File: config.mk
export PLATFORM = sky130hd
export DESIGN_NAME = reset_sequencer
export DESIGN_NICKNAME = d
export VERILOG_FILES = /design/src/rtl/reset_sequencer_pkg.sv /design/src/rtl/reset_synchronizer.sv /design/src/rtl/reset_sequencer.sv
export SDC_FILE = /design/constraint.sdc
export NUM_CORES = 1
export LEC_CHECK = 0
export CAP_MARGIN = 20
export CORE_UTILIZATION = 52
export DETAILED_ROUTE_END_ITERATION = 10
export GPL_TIMING_DRIVEN = 0
export PLACE_DENSITY = 0.84
export SLEW_MARGIN = 10
export SYNTH_ARGS = -nofsm -noshare
export SYNTH_HDL_FRONTEND = slang
export SYNTH_SLANG_ARGS = --single-unit
File: constraint.sdc
create_clock -name i_clk -period 2.6 [get_ports i_clk]
set_clock_uncertainty 0.2 [all_clocks]
set_input_delay 0.65 -clock i_clk [delete_from_list [all_inputs] [get_ports i_clk]]
set_output_delay 0.65 -clock i_clk [all_outputs]
set_load 0.02 [all_outputs]
File: src/rtl/reset_sequencer_pkg.sv
// Shared types and defaults for the staggered reset sequencer.
// Latency: n/a (package only).
// Backpressure: n/a (package only).
package reset_sequencer_pkg;

    typedef enum logic [1:0] {
        ST_ASSERT  = 2'd0,
        ST_HOLD    = 2'd1,
        ST_RELEASE = 2'd2,
        ST_RUN     = 2'd3
    } state_t;

    localparam int DEF_SYNC_STAGES = 2;
    localparam int DEF_HOLD_CYCLES = 16;
    localparam int DEF_NUM_DOMAINS = 4;
    localparam int DEF_STAGGER     = 4;

    function automatic int max_int(input int a, input int b);
        return (a > b) ? a : b;
    endfunction

endpackage

File: src/rtl/reset_synchronizer.sv
// Reset-release synchronizer: flop chain with D = 1, cleared asynchronously by i_rst_n.
// Latency: o_sync rises STAGES-1 edges after the first edge with i_rst_n high; assertion is immediate.
// Backpressure: none.
// Ports: i_clk clock, i_rst_n async active-low clear, o_sync synchronized release level.
module reset_synchronizer #(
    parameter int STAGES = 2
) (
    input  logic i_clk,
    input  logic i_rst_n,
    output logic o_sync
);

    logic [STAGES-1:0] sync_q;

    always_ff @(posedge i_clk or negedge i_rst_n) begin
        if (!i_rst_n) begin
            sync_q <= '0;
        end else begin
            sync_q <= {sync_q[STAGES-2:0], 1'b1};
        end
    end

    assign o_sync = sync_q[STAGES-1];

endmodule

File: src/rtl/reset_sequencer.sv
// Staggered per-domain reset generator: async assert, synchronized + held + staggered release.
// Latency: domain k releases SYNC_STAGES + HOLD_CYCLES + k*STAGGER edges after reset release.
// Backpressure: i_hold or i_sw_rst forces every domain back into reset; i_hold also parks the FSM in ASSERT.
// Ports: i_clk, i_rst_n (async active-low), i_sw_rst, i_hold; o_rst_n / o_rst per-domain resets
// (both polarities), o_done all released, o_state current FSM state.
module reset_sequencer
    import reset_sequencer_pkg::*;
#(
    parameter int SYNC_STAGES = DEF_SYNC_STAGES,
    parameter int HOLD_CYCLES = DEF_HOLD_CYCLES,
    parameter int NUM_DOMAINS = DEF_NUM_DOMAINS,
    parameter int STAGGER     = DEF_STAGGER
) (
    input  logic                   i_clk,
    input  logic                   i_rst_n,
    input  logic                   i_sw_rst,
    input  logic                   i_hold,
    output logic [NUM_DOMAINS-1:0] o_rst_n,
    output logic [NUM_DOMAINS-1:0] o_rst,
    output logic                   o_done,
    output logic [1:0]             o_state
);

    localparam int LAST_REL = (NUM_DOMAINS - 1) * STAGGER;
    localparam int CNT_W    = $clog2(max_int(HOLD_CYCLES, LAST_REL) + 1);

    localparam logic [CNT_W-1:0] HOLD_LAST = CNT_W'(HOLD_CYCLES - 1);
    localparam logic [CNT_W-1:0] REL_LAST  = CNT_W'(LAST_REL);

    logic                   sync_rel;
    state_t                 state, state_nxt;
    logic [CNT_W-1:0]       cnt, cnt_nxt, cnt_inc;
    logic [NUM_DOMAINS-1:0] rst_n_q, rst_n_nxt;
    logic [NUM_DOMAINS-1:0] rst_q;
    logic                   done_q, done_nxt;
    logic                   abort;

    reset_synchronizer #(
        .STAGES (SYNC_STAGES)
    ) u_sync (
        .i_clk   (i_clk),
        .i_rst_n (i_rst_n),
        .o_sync  (sync_rel)
    );

    // Software reset is ignored while already in ASSERT; hold there only blocks the exit.
    assign abort   = (i_sw_rst | i_hold) & (state != ST_ASSERT);
    assign cnt_inc = cnt + CNT_W'(1);

    // State, counter and output registers.
    always_ff @(posedge i_clk or negedge i_rst_n) begin
        if (!i_rst_n) begin
            state   <= ST_ASSERT;
            cnt     <= '0;
            rst_n_q <= '0;
            rst_q   <= '1;
            done_q  <= 1'b0;
        end else begin
            state   <= state_nxt;
            cnt     <= cnt_nxt;
            rst_n_q <= rst_n_nxt;
            // Registered from the same next value so both polarities switch on the same edge.
            rst_q   <= ~rst_n_nxt;
            done_q  <= done_nxt;
        end
    end

    // Next-state and counter.
    always_comb begin
        state_nxt = state;
        cnt_nxt   = cnt;
        case (state)
            ST_ASSERT: begin
                cnt_nxt = '0;
                if (sync_rel && !i_hold) begin
                    state_nxt = ST_HOLD;
                end
            end
            ST_HOLD: begin
                if (abort) begin
                    state_nxt = ST_ASSERT;
                    cnt_nxt   = '0;
                end else if (cnt == HOLD_LAST) begin
                    // Counter restarts on the domain-0 release edge.
                    cnt_nxt   = '0;
                    state_nxt = (NUM_DOMAINS == 1) ? ST_RUN : ST_RELEASE;
                end else begin
                    cnt_nxt = cnt_inc;
                end
            end
            ST_RELEASE: begin
                if (abort) begin
                    state_nxt = ST_ASSERT;
                    cnt_nxt   = '0;
                end else if (cnt_inc == REL_LAST) begin
                    state_nxt = ST_RUN;
                    cnt_nxt   = '0;
                end else begin
                    cnt_nxt = cnt_inc;
                end
            end
            ST_RUN: begin
                if (abort) begin
                    state_nxt = ST_ASSERT;
                    cnt_nxt   = '0;
                end
            end
        endcase
    end

    // Next values of the registered reset outputs.
    always_comb begin
        rst_n_nxt = rst_n_q;
        done_nxt  = done_q;
        case (state)
            ST_ASSERT: begin
                rst_n_nxt = '0;
                done_nxt  = 1'b0;
            end
            ST_HOLD: begin
                if (abort) begin
                    rst_n_nxt = '0;
                    done_nxt  = 1'b0;
                end else if (cnt == HOLD_LAST) begin
                    rst_n_nxt[0] = 1'b1;
                    done_nxt     = (NUM_DOMAINS == 1);
                end
            end
            ST_RELEASE: begin
                if (abort) begin
                    rst_n_nxt = '0;
                    done_nxt  = 1'b0;
                end else begin
                    // Domain k leaves reset on the edge where the count reaches k*STAGGER.
                    for (int k = 1; k < NUM_DOMAINS; k++) begin
                        if (cnt_inc == CNT_W'(k * STAGGER)) begin
                            rst_n_nxt[k] = 1'b1;
                        end
                    end
                    if (cnt_inc == REL_LAST) begin
                        done_nxt = 1'b1;
                    end
                end
            end
            ST_RUN: begin
                rst_n_nxt = abort ? '0 : '1;
                done_nxt  = !abort;
            end
        endcase
    end

    assign o_rst_n = rst_n_q;
    assign o_rst   = rst_q;
    assign o_done  = done_q;
    assign o_state = state;

endmodule

==> results of run 1 <==
-- sequential cells by signal (all words and copies together), names as in the netlist --
name / cells
cnt: 5
o_rst: 4
o_rst_n: 4
o_state: 2
u_sync.sync_q: 2
o_done: 1
-- worst paths after layout --
kind / slack (ns) / startpoint / to
setup / recovery: 0.32 / o_rst[2] / o_rst[2]
hold / removal: 0.17 / u_sync.sync_q[0] / u_sync.sync_q[1]
setup reg to reg: 0.32 / cnt[0] / cnt[3]
hold reg to reg: 0.17 / u_sync.sync_q[0] / u_sync.sync_q[1]
max in group asynchronous: 1.12 / i_rst_n / o_rst_n[0]
min in group asynchronous: 0.60 / i_rst_n / u_sync.sync_q[0]
-- worst reg2reg max path: stages (launching register included) --
cell and delay [ns]:
dfrtp_1 0.46, ha_1 0.32, nand3_1 0.13, inv_1 0.05, ha_1 0.32, nand2_1 0.09, a21o_1 0.18, a31oi_1 0.27
o21ai_0 0.14
-- power groups by stage --
stage | Sequential [mW] | Combinational (mW) | Clock, mW
2_1_floorplan | 0.393 | 0.297 | 0
3_3_place_gp | 0.356 | 0.476 | 0
3_5_place_dp | 0.361 | 0.486 | 0
4_1_cts | 0.356 | 0.492 | 0.173
5_1_grt | 0.361 | 0.549 | 0.184
6_report | 0.356 | 0.500 | 0.169
-- placed cells by master (no fill, tap or decap), types with 2 or more instances in the layout --
cell             synthesis  final
nor2b_1                  2      2
o21ai_1                  2      2
nor2_1                   6      6
nand2_1                 11     11
a21oi_1                  4      4
a31o_2                   2      2
or3_1                    2      2
a31oi_1                  3      3
dfrtp_1                 14     14
clkdlybuf4s50_1          0     14
xnor2_1                  2      2
nor3_1                   2      2
ha_1                     8      8
dfstp_2                  4      4
nand3b_1                 2      2
o21ai_0                  8      8
inv_1                    7      7
clkbuf_4                 0      3
nand3_1                  5      5
-- Yosys cell counts (3+ instances only) --
| library cell | n |
|---|---|
| dfrtp_1 | 14 |
| inv_1 | 7 |
| nand3_1 | 5 |
| nor2_1 | 6 |
| ha_1 | 8 |
| dfstp_2 | 4 |
| a31oi_1 | 3 |
| nand2_1 | 11 |
| o21ai_0 | 8 |
| a21oi_1 | 4 |
-- through the flow --
| step | cells | hold WS [ns] |
|---|---|---|
| detailed placement | 145 | 0.151 |
| global placement | 145 | 0.133 |
| CTS | 149 | 0.174 |
| floorplan | 106 | 0.131 |
| finish | 149 | 0.168 |
| global route | 149 | 0.180 |
-- final cells by class --
cell class	count	share of cell area
plain buffers	2	0.00910
clock buffers	4	0.0293
multi-input cells	79	0.434
repair buffers	14	0.113
well taps	25	0.0253
flip-flops and latches	18	0.368
inverters	7	0.0212
-- cells by family after synthesis --
group,after synthesis
buffers and inverters,9
XOR/XNOR,2
AND/OR/NAND/NOR,36
adder cells (fa/ha/maj),8
AO/OA/AOI/OAI,32
other,1
flip-flops,18
-- per-layer routing --
metal  vias to the layer above  global-route usage  part of all wire
met1                       417               0.317              0.45
met5                         -                   0                 0
met3                         9              0.0431             0.039
met4                         0               0.200             0.048
li1                        416                   -                 -
met2                        34               0.353              0.46
==> impl_metrics.ini, run 1 <==
[cts]
htreeDepth = 1
root_buffer = clkbuf_4
cts_tree = built
ctsResizeCount = 0
clk_latency_ns = 0.29
hold_buffers = 0
clockBufferDepth = 2
clk_pin_slew_worst_paths_ns = 0.09
cts_setup_buffers = 0
clock_sinks = 18
cts_made_buffers = 3

[setup_path]
cp-start-kind = flop
path_class = reg2out
cp.depth = 1
crit_arrival_ns = 1.43
required_ns = 1.75
worst-path-max-fanout = 1
rr_worst_depth = 8
cp_slowest_cell = clkdlybuf4s50_1
end_kind = output port
max_stage_delay_ns = 0.59
crit_chain = clkdlybuf4s50_1
worst-path-buf-inv = 1
cp_top_family = buffers and inverters

[global_route]
antenna_found_initial = 0
grt_usage = 0.245
grt_pass1_vias = 774
overflow = 0
grt_max_degree = 19
grt_pass1_wl_um = 3540

[cells_and_area]
fin_util = 0.694
synthToLayoutAreaGrowth_pct = 20.2
ff_latch_area_um2 = 455
finalNetCount = 137
multiInputGateArea_um2 = 537
drive_gt1_frac = 0.129
design_area_mm2 = 0.00124
fill_cells = 147
diodes = 0

[timing]
hold_violations = 0
setup_viol = 0
relSlewSlack = 0.483
fin_crit_sh = 0.876
finalSetupTns_ns = 0
rsz0062_at_grt = false
slew_viol_final = 0
worstMarginPinSlew_ns = 0.773
finalWorstSetupSlack_ns = 0.323
max_freq_mhz = 439
period_minus_slack_ns = 2.28

[pwr]
leakage_nw = 0.543
p_switching_mw = 0.415
comb_power_share = 0.488
switching_share = 0.405
seq_power_share = 0.347
fin_total_pwr_mw = 1.02
pwr-share-clk = 0.165
p_int_mw = 0.610
ir_drop_v = 0.000642
power_density_mw_per_mm2 = 828

[yosys]
netlist_area_mm2 = 0.00103
async_flop_share = 1.00
synth_compound_area_frac = 0.225
synth-edff-count = 0
synth_largest_area_cell = dfrtp_1
synth_cell_type_count = 39
synth_area_per_cell_um2 = 9.71
synth_fa_ha_area_frac = 0.0972
ys_seq_elements = 18
yosysWarnings = 0
synth_seq_area_share = 0.442
syn_nets = 118
synth_top_area_share = 0.340
yosys.area_share.simple = 0.179
synthTopCellsByArea = dfrtp_1 (34%), dfstp_2 (10%), ha_1 (9.7%)
synth_xor_area_frac = 0.0170
ys.flop_type = dfrtp_1
synth_mux_area_frac = 0
synth_top_family_by_area = compound AO/OA/AOI/OAI gates
netlist_instances = 106

[route]
drc = 0
drt_iter0_markers = 35
vias = 876
drt_wl_total_um = 2150
dr.pass1.iters = 6
viasPerCell = 5.88
wl_per_cell_um = 14.4
detail-route-antenna-nets = 0

[placement]
dp_hpwl_um = 1630
port_buffers = 14
gp_congestion = 0.806
post_dp_cell_area_mm2 = 0.00120
pre_cts_slack_ns = 0.240

[floorplan]
die_area_mm2 = 0.00216
io_pins = 15
fp.dieH_um = 46.5
rows = 15
coreArea_mm2 = 0.00178
dieWidth_um = 46.5
initial_core_util = 0.578

[hold_path]
hp-class = reg2reg
hold_path_depth = 0

[flow_run]
maxCapViolCount = 0

[outcome]
status = complete, no violations
(Power assumes the default switching activity.)
==> run 2, diff against run 1 <==
Settings changed: CORE_UTILIZATION 52 to 56, PLACE_DENSITY 0.84 to 0.89.
Clock period 2.6 ns to 2.7 ns, I/O delays scaled along.
==> run 2 against run 1 <==
  * Wire length rose by 4.5%
  * Utilization rose by 2.3 points
  * Critical path depth rose by 7
  * Total power fell by 2.7%
  * Count of clock-buffer cells in the layout did not move
  * Via count fell by 0.23%
  * Sequential share of layout area did not move
  * Flip-flop and latch count did not move
  * Final cell count did not move
  * Final area did not move
  * Critical path type is now reg2reg
  * Critical endpoint is now o_rst_n[2]
  * Largest cell class unchanged
==> impl_metrics.ini, run 2 (synthesis results as in run 1) <==
[outcome]
status = complete, no violations

[cts]
cts_tree = built
cts_setup_buffers = 0
clk_latency_ns = 0.30
ctsResizeCount = 0
root_buffer = clkbuf_4
clk_pin_slew_worst_paths_ns = 0.10
clock_sinks = 18
clockBufferDepth = 2
hold_buffers = 0
cts_made_buffers = 3
htreeDepth = 1

[cells_and_area]
ff_latch_area_um2 = 455
fin_util = 0.717
largest_register_ffs = 5
multiInputGateArea_um2 = 537
drive_gt1_frac = 0.129
regMostFlops = cnt
final_cell_mix = dfrtp_1 (14), clkdlybuf4s50_1 (14), nand2_1 (11)
finalNetCount = 137
synthToLayoutAreaGrowth_pct = 20.2
diodes = 0
fill_cells = 134

[setup_path]
crit_arrival_ns = 2.32
worst-path-max-fanout = 7
rr_worst_depth = 8
cp-start-kind = flop
required_ns = 2.68
end_kind = flop
path_class = reg2reg

[timing]
worstMarginPinSlew_ns = 0.786
rsz0062_at_grt = false
setup_viol = 0
relSlewSlack = 0.474
finalSetupTns_ns = 0
fin_crit_sh = 0.868
period_minus_slack_ns = 2.34
hold_violations = 0
max_freq_mhz = 427
worst_hold_slack_ns = 0.172
slew_viol_final = 0

[floorplan]
coreArea_mm2 = 0.00173
dieWidth_um = 44.9
io_pins = 15
rows = 15
die_area_mm2 = 0.00201
initial_core_util = 0.596
fp.dieH_um = 44.9

[hold_path]
hold_path_depth = 0
hp-class = reg2reg

[route]
dr.pass1.iters = 4
vias = 874
drt_wl_total_um = 2250
drt_iter0_markers = 48
wl_per_cell_um = 15.1
detail-route-antenna-nets = 0
drc = 0
viasPerCell = 5.87

[pwr]
ir_drop_v = 0.000763
power_density_mw_per_mm2 = 806
leakage_nw = 0.543

[flow_run]
maxCapViolCount = 0

[placement]
dp_hpwl_um = 1680
gp_congestion = 0.867
port_buffers = 14

[global_route]
grt_pass1_vias = 797
grt_pass1_wl_um = 3680
grt_max_degree = 19
grt_usage = 0.267
overflow = 0
antenna_found_initial = 0
run 2: final cells by class:
class                   count  area share
inverters                   7      0.0212
plain buffers               2     0.00910
multi-input cells          79       0.434
flip-flops and latches     18       0.368
repair buffers             14       0.113
well taps                  25      0.0253
clock buffers               4      0.0293
run 2: final timing paths:
path                                  start                to  slack, ns
max                                  cnt[0]        o_rst_n[2]       0.36
min                        u_sync.sync_q[0]  u_sync.sync_q[1]       0.17
max reg2reg                          cnt[0]        o_rst_n[2]       0.36
min reg2reg                u_sync.sync_q[0]  u_sync.sync_q[1]       0.17
max in group asynchronous           i_rst_n        o_rst_n[0]       1.19
min in group asynchronous           i_rst_n            cnt[4]       0.62
run 2: stage by stage:
step	instance area [um^2]	setup WS, ns	power, mW	std cells
5_1_grt	1240	0.249	1.07	149
3_5_place_dp	1200	0.292	0.822	145
2_1_floorplan	1030	0.709	0.665	106
4_1_cts	1240	0.385	0.992	149
3_3_place_gp	1200	0.358	0.798	145
6_report	1240	0.358	0.997	149
run 2: where the power goes:
part / leakage, nW / switching [mW] / internal [mW]
clock network: 0.0210 / 0.0863 / 0.0824
logic: 0.293 / 0.290 / 0.196
registers: 0.229 / 0.0314 / 0.311
total: 0.543 / 0.408 / 0.589
run 2: routing by layer:
| layer | track usage | vias to the layer above | share of wire |
|---|---|---|---|
| met5 | 0 | - | 0 |
| met1 | 0.372 | 409 | 0.42 |
| li1 | - | 413 | - |
| met2 | 0.382 | 39 | 0.48 |
| met3 | 0.0400 | 13 | 0.048 |
| met4 | 0.182 | 0 | 0.050 |
run 2: worst max-delay path, stage by stage (launching register included):
cell      delay [ns]
dfrtp_1         0.46
ha_1            0.33
nand3_1         0.13
inv_1           0.05
ha_1            0.32
nand3_1         0.13
nor2_1          0.13
nand3_1         0.11
a221oi_1        0.37
==> patch (settings of run 1) <==
Reset style: synchronous (`i_rst_n`), changed in 2 clocked blocks. Comments in the files are not updated.
--- a/src/rtl/reset_synchronizer.sv
+++ b/src/rtl/reset_synchronizer.sv
@@ -12,7 +12,7 @@
 
     logic [STAGES-1:0] sync_q;
 
-    always_ff @(posedge i_clk or negedge i_rst_n) begin
+    always_ff @(posedge i_clk) begin
         if (!i_rst_n) begin
             sync_q <= '0;
         end else begin
--- a/src/rtl/reset_sequencer.sv
+++ b/src/rtl/reset_sequencer.sv
@@ -48,7 +48,7 @@
     assign cnt_inc = cnt + CNT_W'(1);
 
     // State, counter and output registers.
-    always_ff @(posedge i_clk or negedge i_rst_n) begin
+    always_ff @(posedge i_clk) begin
         if (!i_rst_n) begin
             state   <= ST_ASSERT;
             cnt     <= '0;
Check against the original RTL: differs if i_rst_n is asserted again (counterexample within 4 cycles, from zero or initial values and one cycle with i_rst_n low); with i_rst_n held inactive, the same outputs for 10 cycles.
==> patch against run 1 <==
The run now ends with design-rule violations left; synthesized area shrank 11%; synthesized cell count shrank 7.5%; sequential cell count is the same; global-route usage shrank 3.2 points; largest cell class unchanged; non-clock buffer count is the same; routed wire length shrank 17%; final cell count shrank 11%; setup slack lost 0.058 ns; final area shrank 10%.
Power is not compared: it rests on default switching activity, and its combinational part moved more than twofold at a synthesized area within 25%.
==> patch: results <==
set metrics [dict create \
    status "complete, but fails checks" \
    violations "design-rule violations" \
    ys_top_cells_by_area "dfxtp_1 (40%), ha_1 (11%), inv_1 (4.1%)" \
    clock_latency_ns 0.30 \
    grt_pass1_wl_mm 2.987 \
    n_antenna_cell 0 \
    syn_inst 98 \
    ys_types 33 \
    ys_seq_area_share_pct 39.51 \
    antenna_found_initial 0 \
    drt_iter0_markers 11 \
    hold_class "reg2reg" \
    ys_top_cells_by_count "dfxtp_1 (18), inv_1 (10), ha_1 (8), nor2_1 (8), a21oi_1 (7)" \
    firstDrtPassIters 10 \
    nFillCells 130 \
    worst_pin_slew_ns 0.4545 \
    yosysMostFrequentCell "dfxtp_1" \
    grt_pass1_vias 702 \
    largest_reg_flops 5 \
    critPathArrivalTime_ns 2.34 \
    root_buffer "clkbuf_4" \
    postCtsSetupBuffers 0 \
    gp_congestion 0.8377 \
    cts_resized 0 \
    grt_max_degree 11 \
    routed_wl_mm 1.777 \
    numCtsBuffers 3 \
    fin_cells 132 \
    num-nets-final 129 \
    track_usage_pct 21.29 \
    drive_gt1_share_pct 9.483 \
    p_leak_nw 0.4133 \
    regMostFlops "cnt" \
    ir_drop_v 0.0004004 \
    cp_max_fo 6 \
    portBuffers 14 \
    async_reset_ff_share_pct 0 \
    clockBufferDepth 2 \
    via_count 767 \
    cts.clk_slew.worst_paths_ns 0.11 \
    synth.net_count 110 \
    htreeDepth 1 \
    p_int_w 0.0004195 \
    hpwl_mm 1.331 \
    yosysWarnings 0 \
    drc 1 \
]
-- patch: path summary, 6_finish.rpt --
kind / slack, ns / to / depth (start not counted) / start
setup / recovery: 0.26 / o_state[0]$_SDFFE_PN0P_ / 9 / cnt[0]$_SDFFE_PN0N_
setup reg to reg: 0.26 / o_state[0]$_SDFFE_PN0P_ / 9 / cnt[0]$_SDFFE_PN0N_
hold / removal: 0.25 / u_sync.sync_q[1]$_SDFF_PN0_ / 1 / u_sync.sync_q[0]$_DFF_P_
hold reg to reg: 0.25 / u_sync.sync_q[1]$_SDFF_PN0_ / 1 / u_sync.sync_q[0]$_DFF_P_
-- patch: area by class of cell --
cell class / count / share of cell area (%)
Clock buffer: 4 / 3.273
Buffer: 2 / 0.7901
Timing Repair Buffer: 14 / 12.64
Inverter: 10 / 3.386
Multi-Input combinational cell: 68 / 45.60
Tap cell: 16 / 1.806
Sequential cell: 18 / 32.51
-- patch: power groups by stage --
stage          registers (W)   logic, W  clock network [W]
5_1_grt             0.000294   0.000135           0.000192
6_report            0.000291   0.000126           0.000176
3_5_place_dp        0.000297   0.000124                  0
4_1_cts             0.000291   0.000125           0.000180
2_1_floorplan       0.000303  0.0000798                  0
3_3_place_gp        0.000297   0.000120                  0
-- patch: stage by stage --
step | setup slack, ns | instance area [um^2] | hold WS (ns) | power (W) | util [%]
2_1_floorplan | 0.5984 | 912.1 | 0.2118 | 0.0003827 | -
3_3_place_gp | -0.004462 | 1072 | 0.2204 | 0.0004165 | 68.02
3_5_place_dp | -0.03212 | 1072 | 0.2255 | 0.0004211 | 68.02
4_1_cts | 0.2678 | 1109 | 0.2538 | 0.0005960 | 70.32
5_1_grt | 0.1451 | 1109 | 0.2911 | 0.0006208 | 70.32
6_report | 0.2649 | 1109 | 0.2486 | 0.0005926 | 70.32
-- patch: cells by family after synthesis --
| kind of cell | after synthesis | synth area share [%] |
|---|---|---|
| fa+ha+maj | 8 | 10.97 |
| simple gates | 30 | 19.20 |
| mux | 1 | 1.097 |
| xor+xnor | 2 | 2.744 |
| buf+inv | 12 | 5.075 |
| compound gates | 27 | 21.40 |
| flops | 18 | 39.51 |
-- patch: routing by layer --
metal / vias to the layer above / global-route usage [%] / wire, um
li1: 386 / - / -
met1: 362 / 24.68 / 786
met2: 17 / 39.10 / 906
met3: 2 / 5.000 / 67
met4: 0 / 5.455 / 17
met5: - / 0 / 0
-- patch: critical path: stages, from the launching register on --
cell and delay (ns):
dfxtp_1 0.37, ha_1 0.27, nand3_1 0.12, inv_1 0.05, ha_1 0.18, nor2b_1 0.38
o21ai_0 0.17, nand2_1 0.15, a31oi_4 0.05, o221a_2 0.29
